## src/rtl/uart_alu_ctrl.sv

```systemverilog
// Frame-based UART command controller for the combinational ALU: assembles
// LSB-first N_BITS operands plus an opcode, then streams the result back bytewise.
//
// state     | meaning
// S_IDLE    | waiting for the first byte of a frame (stored as A byte 0)
// S_RX_A    | collecting remaining operand A bytes
// S_RX_B    | collecting operand B bytes
// S_RX_OP   | waiting for the opcode byte; commits A/B/op to the ALU
// S_EXEC    | one settle cycle, then result captured
// S_TX_SEND | loads next result byte and raises o_tx_start
// S_TX_WAIT | waiting for the transmitter to finish the current byte
module uart_alu_ctrl #(
    parameter int N_BITS  = 16,
    parameter int OP_BITS = 6,
    parameter int TIMEOUT = 100000
) (
    input  logic              i_clk,
    input  logic              i_reset,
    input  logic              i_rx_done,
    input  logic [7:0]        i_rx_data,
    input  logic              i_tx_done,
    input  logic [N_BITS-1:0] i_alu_result,
    output logic [N_BITS-1:0] o_dato_A,
    output logic [N_BITS-1:0] o_dato_B,
    output logic [OP_BITS-1:0] o_op,
    output logic              o_tx_start,
    output logic [7:0]        o_tx_data,
    output logic              o_busy,
    output logic              o_frame_err
);

    localparam int NBYTES = N_BITS / 8;
    localparam int CNT_W  = (NBYTES > 1) ? $clog2(NBYTES) : 1;
    localparam int TMR_W  = (TIMEOUT > 0) ? $clog2(TIMEOUT + 1) : 1;
    localparam logic [CNT_W-1:0] LAST_BYTE = CNT_W'(NBYTES - 1);
    localparam logic [TMR_W-1:0] TMR_LOAD  = TMR_W'(TIMEOUT);

    typedef enum logic [2:0] {
        S_IDLE,
        S_RX_A,
        S_RX_B,
        S_RX_OP,
        S_EXEC,
        S_TX_SEND,
        S_TX_WAIT
    } state_t;

    state_t            state_q, state_d;
    logic [CNT_W-1:0]  byte_cnt_q;
    logic [CNT_W-1:0]  tx_cnt_q;
    logic [TMR_W-1:0]  tmr_q;
    logic [N_BITS-1:0] shadow_a_q, shadow_b_q, result_sr_q;
    logic              tx_start_q, frame_err_q;
    logic [7:0]        tx_data_q;

    logic in_rx, rx_accept, tmr_zero, timed_out, last_rx_byte;

    assign in_rx        = (state_q == S_RX_A) || (state_q == S_RX_B) || (state_q == S_RX_OP);
    assign rx_accept    = i_rx_done && ((state_q == S_IDLE) || in_rx);
    assign tmr_zero     = (TIMEOUT != 0) && (tmr_q == '0);
    assign last_rx_byte = (byte_cnt_q == LAST_BYTE);

    always_ff @(posedge i_clk or negedge i_reset) begin
        if (!i_reset) state_q <= S_IDLE;
        else          state_q <= state_d;
    end

    // A byte arriving on the expiry cycle wins over the timeout.
    always_comb begin
        state_d   = state_q;
        timed_out = 1'b0;
        case (state_q)
            S_IDLE: begin
                if (i_rx_done) state_d = (NBYTES == 1) ? S_RX_B : S_RX_A;
            end
            S_RX_A: begin
                if (i_rx_done) begin
                    if (last_rx_byte) state_d = S_RX_B;
                end else if (tmr_zero) begin
                    state_d   = S_IDLE;
                    timed_out = 1'b1;
                end
            end
            S_RX_B: begin
                if (i_rx_done) begin
                    if (last_rx_byte) state_d = S_RX_OP;
                end else if (tmr_zero) begin
                    state_d   = S_IDLE;
                    timed_out = 1'b1;
                end
            end
            S_RX_OP: begin
                if (i_rx_done) begin
                    state_d = S_EXEC;
                end else if (tmr_zero) begin
                    state_d   = S_IDLE;
                    timed_out = 1'b1;
                end
            end
            S_EXEC:    state_d = S_TX_SEND;
            S_TX_SEND: state_d = S_TX_WAIT;
            S_TX_WAIT: begin
                if (i_tx_done) state_d = (tx_cnt_q == LAST_BYTE) ? S_IDLE : S_TX_SEND;
            end
            default:   state_d = S_IDLE;
        endcase
    end

    always_ff @(posedge i_clk or negedge i_reset) begin
        if (!i_reset) begin
            byte_cnt_q  <= '0;
            tx_cnt_q    <= '0;
            tmr_q       <= '0;
            shadow_a_q  <= '0;
            shadow_b_q  <= '0;
            result_sr_q <= '0;
            o_dato_A    <= '0;
            o_dato_B    <= '0;
            o_op        <= '0;
            tx_start_q  <= 1'b0;
            tx_data_q   <= '0;
            frame_err_q <= 1'b0;
        end else begin
            frame_err_q <= timed_out;
            tx_start_q  <= 1'b0;

            if (rx_accept)                  tmr_q <= TMR_LOAD;
            else if (in_rx && tmr_q != '0)  tmr_q <= tmr_q - TMR_W'(1);
            else if (!in_rx)                tmr_q <= '0;

            case (state_q)
                // byte_cnt is always 0 in IDLE, so the first byte lands in A byte 0
                S_IDLE, S_RX_A: begin
                    if (i_rx_done) begin
                        for (int k = 0; k < NBYTES; k++)
                            if (byte_cnt_q == CNT_W'(k)) shadow_a_q[8*k +: 8] <= i_rx_data;
                        byte_cnt_q <= last_rx_byte ? '0 : byte_cnt_q + CNT_W'(1);
                    end
                end
                S_RX_B: begin
                    if (i_rx_done) begin
                        for (int k = 0; k < NBYTES; k++)
                            if (byte_cnt_q == CNT_W'(k)) shadow_b_q[8*k +: 8] <= i_rx_data;
                        byte_cnt_q <= last_rx_byte ? '0 : byte_cnt_q + CNT_W'(1);
                    end
                end
                S_RX_OP: begin
                    if (i_rx_done) begin
                        o_dato_A   <= shadow_a_q;
                        o_dato_B   <= shadow_b_q;
                        o_op       <= i_rx_data[OP_BITS-1:0];
                        shadow_a_q <= '0;
                        shadow_b_q <= '0;
                    end
                end
                S_EXEC: begin
                    result_sr_q <= i_alu_result;
                    tx_cnt_q    <= '0;
                end
                S_TX_SEND: begin
                    tx_start_q <= 1'b1;
                    tx_data_q  <= result_sr_q[7:0];
                end
                S_TX_WAIT: begin
                    if (i_tx_done) begin
                        result_sr_q <= result_sr_q >> 8;
                        tx_cnt_q    <= (tx_cnt_q == LAST_BYTE) ? '0 : tx_cnt_q + CNT_W'(1);
                    end
                end
                default: ;
            endcase

            if (timed_out) begin
                shadow_a_q <= '0;
                shadow_b_q <= '0;
                byte_cnt_q <= '0;
            end
        end
    end

    assign o_tx_start  = tx_start_q;
    assign o_tx_data   = tx_data_q;
    assign o_frame_err = frame_err_q;
    assign o_busy      = (state_q != S_IDLE);

endmodule

```

## config.mk

```make
export PLATFORM = sky130hd
export DESIGN_NAME = uart_alu_ctrl
export DESIGN_NICKNAME = d
export VERILOG_FILES = /design/src/rtl/uart_alu_ctrl.sv
export SDC_FILE = /design/constraint.sdc
export NUM_CORES = 1
export LEC_CHECK = 0
export ABC_AREA = 1
export CORE_MARGIN = 5
export CORE_UTILIZATION = 58
export CTS_CLUSTER_DIAMETER = 80
export CTS_CLUSTER_SIZE = 16
export DETAILED_ROUTE_END_ITERATION = 10
export GPL_TIMING_DRIVEN = 0
export PLACE_DENSITY = 0.95
export SYNTH_ARGS = -nofsm -noshare
export SYNTH_HDL_FRONTEND = slang
export SYNTH_SLANG_ARGS = --single-unit
```

## constraint.sdc

```tcl
create_clock -name i_clk -period 4.55 [get_ports i_clk]
set_clock_uncertainty 0.15 [all_clocks]
set_input_delay 0.6825 -clock i_clk [delete_from_list [all_inputs] [get_ports i_clk]]
set_output_delay 0.6825 -clock i_clk [all_outputs]
set_load 0.1 [all_outputs]
```

=== Word level (Yosys, flattened, before mapping) ===
Cells that the tools add are included.

* Bits in registers: 118
* Bits of input ports: 28
* Output and inout port bits: 49
* Word-level logic and storage cells: 95

* $add $sub $neg: 3
* Equality and inequality tests: 18
* Multiplexer cells: 34
* Reduce and logical (&&, ||, !) cells: 25

{| class="wikitable"
|+ Operator list
! operator !! number
|-
| 16-bit one-hot mux with 2 select lines || 3
|-
| 16-bit 2-to-1 mux || 5
|-
| 17-bit 2-to-1 mux || 3
|-
| 3-bit 2-to-1 mux || 9
|-
| 3-bit != test (second input constant) || 9
|-
| 3-bit one-hot mux with 7 select lines || 1
|-
| 4-bit AND reduction || 5
|-
| 17-bit logical NOT || 1
|-
| 17-bit nonzero test || 1
|-
| 17-bit by 1-bit subtractor with 17-bit output (second input constant) || 1
|-
| 8-bit 2-to-1 mux || 2
|-
| 1-bit 2-to-1 mux || 10
|-
| 3-bit equality test (second input constant) || 3
|-
| 3-bit nonzero test || 3
|-
| 3-bit by 2-bit equality test with 1-bit output (second input constant) || 2
|-
| 2-bit AND reduction || 3
|-
| 2-bit nonzero test || 3
|-
| 3-bit OR reduction || 2
|-
| 2-bit != test (second input constant) || 2
|-
| 3-bit by 1-bit equality test with 1-bit output (second input constant) || 1
|-
| 3-bit logical NOT || 1
|-
| 1-bit logical OR || 3
|-
| 3-bit by 1-bit != test with 1-bit output (second input constant) || 1
|-
| 1-bit adder (second input constant) || 2
|-
| other kinds (3) || 4
|}

=== Depth between registers and ports, before layout ===
Gate-level depths: netlist (run 1).

* Depth after elaboration: 6
* Depth in mapped cells: 13
* Gate-level depth less buffers: 13

=== Least setup slack after synthesis (run 1) ===
No wires, ideal clock.

* Kind: reg-to-output
* Start: register state_q[2]
* End: output o_busy
* Arrival time: 1278 ps
* Data required time: 3717 ps
* Path slack: 2440 ps
* Cell stages (with the launch flop): 4
* Path buffers: 1
* Path through: dfrtp_1 -> buf_2 -> inv_1 -> nand2_1

* Longest elaborated chain between the ends: 1

{| class="wikitable"
|+ RTL lines
! element !! line !! RTL
|-
| from (decl) || 48 || <nowiki>state_t state_q, state_d;</nowiki>
|-
| from (signal assigned) || 65 || <nowiki>else state_q <= state_d;</nowiki>
|-
| 3-bit nonzero test || 184 || <nowiki>assign o_busy = (state_q != S_IDLE);</nowiki>
|-
| to (decl) || 28 || <nowiki>output logic o_busy,</nowiki>
|}

No other way between the ends.

=== Worst setup path in the final report (run 1) ===
Ends and elaborated chain as after synthesis.

==> flow_summary.ini, run 1 <==
[global_route]
grt_pass1_vias = 4654
grt_max_degree = 72
grt_pass1_wl_um = 22100
grt_use_total = 0.247
antenna_found_initial = 0
grt_overflow = 0

[route]
drt-initial-drc-count = 285
dr.pass1.iters = 5
routed_wl_um = 13000
viasPerCell = 5.56
antenna_left = 0
drc = 0
vias = 4553
wire_per_inst_um = 15.8

[floorplanning]
dieArea_um2 = 10900
die_x_um = 104
rows = 34
die_y_um = 104
initial_utilization = 0.594
ios = 77
core_area_um2 = 8680

[worst_setup_path]
worstPathCellList = buf_2 > inv_1 > nand2_1 > clkdlybuf4s50_1
end_kind = output pin
max_stage_delay_ps = 1150
crit_slowest_cell = clkdlybuf4s50_1
crit_type = register to output pin
cp.required_ps = 3720
r2r_setup_slack_ps = 2430
crit_path_max_fanout = 7
crit_path_start_kind = register
critPathArrivalTime_ps = 2530

[sta]
fin_ws_ps = 1180
setup_viol = 0
rsz0062_at_grt = no
min_period_over_period = 0.740
timing.final.hold_violations = 0
drv_slew = 0
fin_crit_ps = 3370
finalHoldWorstSlack_ps = 23.1
max_freq_ghz = 0.297
relSlewSlack = 0.325
tightest_slew_ps = 1010

[final_layout]
final_common_cell = nand2_1
nNetsFinal = 728
synthToLayoutAreaGrowth_pct = 30.2
multiInputGateArea_um2 = 1940
diodes = 0
finalInstanceArea_um2 = 6710
drive_above_1_share = 0.103
fillCellCount = 542
regArea_um2 = 2950
layout_common_cells = nand2_1 (233), dfrtp_1 (118), clkdlybuf4s50_1 (75)

[synth]
synth_top_area_frac = 0.573
yosys.area.top_type = dfrtp_1
ys.flop_type = dfrtp_1
netlist_area_um2 = 5160
seq_area_frac_synth = 0.573
ys_top_cells_by_area = dfrtp_1 (57%), nand2_1 (17%), nand3_1 (4.7%)
syn_area_per_cell_um2 = 8.57
synth_edf_count = 0
yosysUniqueCellTypes = 33
async_flop_share = 1.00
ys_warn_count = 0
syn_inst = 602
synth_fp_nets = 632
synth-seq-cells = 118

[clocking]
cts_made_buffers = 17
post_cts_buffers = 0
cts_root_buffer = clkbuf_8
post_cts_resized = 0
clk_pin_slew_ps = 60
clk_latency_ps = 520
cts.path.max_buffers = 2
cts_hold_buf = 0
cts_tree = yes
cts.sinks = 118
htreeDepth = 4

[outcome]
outcome = complete, no violations

[placed_design]
place_ws_ps = 1660
place_area_um2 = 6080
gp_congestion = 0.896
port_buffers = 76
hpwlAfterDp_um = 8580

[flow_run]
cap_viol_max_count = 0

[hold_path]
hold_class = input port to async pin
==> Yosys cell counts (2+ instances only) <==
cell type  number
nand2_1       233
dfrtp_1       118
nand3_1        48
o21ai_0        41
inv_1          38
nor2_1         38
buf_2          13
nor3_1         10
xor2_1          9
o21ai_1         6
clkbuf_1        5
nand2_2         5
nand3_2         5
xnor2_1         5
nor2_2          4
inv_2           3
buf_6           2
ha_1            2
nor2_4          2
o22ai_1         2
==> path summary, 6_finish.rpt <==
| check | start | cells after the start | end |
|---|---|---|---|
| hold / removal | i_reset | 1 | o_dato_A[7] |
| hold reg to reg | o_dato_A[0] | 2 | o_dato_A[0] |
| setup / recovery | state_q[2] | 4 | o_busy |
| max in group asynchronous | i_reset | 2 | state_q[1] |
| setup reg to reg | tmr_q[0] | 12 | shadow_a_q[9] |
| min in group i_clk | o_dato_A[0] | 2 | o_dato_A[0] |
==> area by class of cell <==
| type | instances | share of cell area |
|---|---|---|
| Clock buffer | 19 | 0.0658 |
| Clock inverter | 13 | 0.0289 |
| Buffer | 20 | 0.0158 |
| Tap cell | 108 | 0.0201 |
| Timing Repair Buffer | 77 | 0.117 |
| Inverter | 41 | 0.0229 |
| Multi-Input combinational cell | 423 | 0.290 |
| Sequential cell | 118 | 0.440 |
==> sequential cells by signal (all words and copies together) (netlist names) <==
register / cells
result_sr_q: 16
o_op: 6
shadow_b_q: 16
o_dato_B: 16
o_frame_err: 1
tx_cnt_q: 1
byte_cnt_q: 1
tmr_q: 17
o_tx_start: 1
o_tx_data: 8
state_q: 3
shadow_a_q: 16
o_dato_A: 16
==> worst max-delay path, delay by kind of cell, from the launching register on <==
kind / cells / cell delay [ps]
flip-flops: 1 / 320
AND/OR/NAND/NOR: 1 / 160
buffers and inverters: 3 / 1540
==> per-layer routing <==
metal / GRT usage / vias up / part of all wire
li1: - / 2094 / -
met1: 0.296 / 2193 / 0.39
met2: 0.423 / 224 / 0.52
met3: 0.0708 / 42 / 0.064
met4: 0.0925 / 0 / 0.028
met5: 0 / - / 0
==> cells by family after synthesis <==
logic type / share of synthesized area
buf+inv: 0.0505
simple gates: 0.288
xor+xnor: 0.0238
flops: 0.573
compound gates: 0.0585
fa+ha+maj: 0.00485
mux: 0.00218
==> metrics by stage <==
stage | cells | TNS, ps | utilization
after floorplan | 602 | 0 | -
after global placement | 786 | -182370 | 0.698
after detailed placement | 787 | 0 | 0.700
after CTS | 819 | 0 | 0.774
after global routing | 819 | 0 | 0.774
final | 819 | 0 | 0.774
Power of run 1 is not shown: default switching activity piles up to over one toggle a cycle in this logic, so the estimate is an artifact.
==> inputs of run 2 (changes only) <==
--- a/config.mk
+++ b/config.mk
@@ -7,12 +7,12 @@
 export LEC_CHECK = 0
 export ABC_AREA = 1
 export CORE_MARGIN = 5
-export CORE_UTILIZATION = 58
+export CORE_UTILIZATION = 54
 export CTS_CLUSTER_DIAMETER = 80
 export CTS_CLUSTER_SIZE = 16
 export DETAILED_ROUTE_END_ITERATION = 10
 export GPL_TIMING_DRIVEN = 0
-export PLACE_DENSITY = 0.95
+export PLACE_DENSITY = 0.9
 export SYNTH_ARGS = -nofsm -noshare
 export SYNTH_HDL_FRONTEND = slang
 export SYNTH_SLANG_ARGS = --single-unit
==> constraint.sdc (replaced) <==
create_clock -name i_clk -period 3.2 [get_ports i_clk]
set_clock_uncertainty 0.15 [all_clocks]
set_input_delay 0.48 -clock i_clk [delete_from_list [all_inputs] [get_ports i_clk]]
set_output_delay 0.48 -clock i_clk [all_outputs]
set_load 0.1 [all_outputs]
==> run 2 against run 1 <==
Compared with the run above: global-route usage down 2.0 points; core utilization down 5.2 points; largest cell class unchanged; final cell count up 2.6%; setup slack worse by 730 ps; critical path type unchanged.
==> flow_summary.ini, run 2 (synthesis results as in run 1) <==
[global_route]
grt_pass1_vias = 4500
grt_max_degree = 68
grt_overflow = 0
grt_use_total = 0.227
grt_pass1_wl_um = 20900
antenna_found_initial = 0

[floorplanning]
rows = 35
die_x_um = 108
die_y_um = 108
dieArea_um2 = 11600
core_area_um2 = 9280
initial_utilization = 0.556
ios = 77

[placed_design]
gp_congestion = 0.886
port_buffers = 76
place_ws_ps = 475
hpwlAfterDp_um = 8340

[worst_setup_path]
critPathArrivalTime_ps = 2110
crit_path_start_kind = register
max_stage_delay_ps = 760
end_kind = output pin
worstPathCellList = buf_2 > inv_1 > nand2_1 > dlymetal6s2s_1
crit_family = buffers and inverters
cp.required_ps = 2570
crit_type = register to output pin
crit_path_max_fanout = 7
crit_buf_inv = 3
crit_slowest_cell = dlymetal6s2s_1

[final_layout]
largest-register = tmr_q
final_common_cell = nand2_1
synthToLayoutAreaGrowth_pct = 29.8
fin_util = 0.721
diodes = 0
layout_common_cells = nand2_1 (233), dfrtp_1 (118), clkdlybuf4s50_1 (74)
drive_above_1_share = 0.0970
largest_reg_flops = 17
nNetsFinal = 729

[hold_path]
hold_class = register to register

[route]
dr.max_layer_used = met4
drt-initial-drc-count = 250
dr_wl_met3_um = 866
dr.pass1.iters = 5
met1_length_um = 5080
antenna_left = 0
viasPerCell = 5.30
route.met2.wl_um = 6000
wire_per_inst_um = 14.5
vias = 4450
drc = 0
routed_wl_um = 12100

[sta]
min_period_over_period = 0.856
relSlewSlack = 0.333
rsz0062_at_grt = no
setup_viol = 0
timing.final.hold_violations = 0
drv_slew = 0
max_freq_ghz = 0.365
tightest_slew_ps = 997
fin_ws_ps = 460
finalHoldWorstSlack_ps = 320
fin_crit_ps = 2740
setup_tns_ps = 0

[clocking]
clk_pin_slew_ps = 50
htreeDepth = 4
cts.path.max_buffers = 2
post_cts_buffers = 0
cts.sinks = 118
cts_tree = yes
cts_made_buffers = 17
clk_latency_ps = 520
cts_root_buffer = clkbuf_8

[outcome]
outcome = complete, no violations

[flow_run]
cap_viol_max_count = 0
-- run 2: cell count changes in the layout (fill, tap and decap cells not counted), sizes merged --
cell / change
clkinvlp: -3
clkinv: +3
bufinv: -1
dlymetal6s2s: +1
clkbuf: +3
dlygate4sd3: +1
clkdlybuf4s50: -1
inv: -3
-- run 2: worst paths after layout --
path / endpoint / cells past startpoint / start / slack [ps]
hold reg to reg: o_dato_A[2] / 2 / o_dato_A[2] / 320
hold / removal: o_dato_A[2] / 2 / o_dato_A[2] / 320
min in group asynchronous: o_dato_A[5] / 2 / i_reset / 480
setup / recovery: o_busy / 4 / state_q[2] / 460
max in group asynchronous: shadow_b_q[2] / 3 / i_reset / 1670
setup reg to reg: state_q[1] / 9 / state_q[0] / 1070
-- run 2: cell type report --
class                      instances  area (um^2)
sequential                       118         2950
fill                             677         2590
tap                              129          161
timing repair buffer              78          798
clock inverter                     9          126
clock buffer                      22          453
inverter                          41          154
multi-input combinational        423         1940
buffer                            20          106
-- run 2: worst register-to-register path, delay by kind of cell (launching register included) --
kind,cells,cell delay (ps)
DFF,1,370
AOI/OAI and AO/OA,2,310
and+or+nand+nor,5,900
buffers and inverters,2,290
-- run 2: per-stage QoR --
stage | cells | area (um^2)
final | 840 | 6700
after global routing | 840 | 6700
after CTS | 840 | 6690
after detailed placement | 808 | 6100
after global placement | 807 | 6080
after floorplan | 602 | 5160
-- run 2: per-layer routing --
| metal | global-route usage | vias up |
|---|---|---|
| met5 | 0 | - |
| met4 | 0.0739 | 0 |
| met2 | 0.377 | 183 |
| li1 | - | 2105 |
| met1 | 0.283 | 2132 |
| met3 | 0.0708 | 30 |
-- run 2: timing repair --
item	4_1_cts	5_1_grt
hold buffers	1	0
endpoints found under the setup margin	0	1
gates resized for setup	0	1
hold endpoints to repair	66	0
Power of run 2 is left out for the same reason.
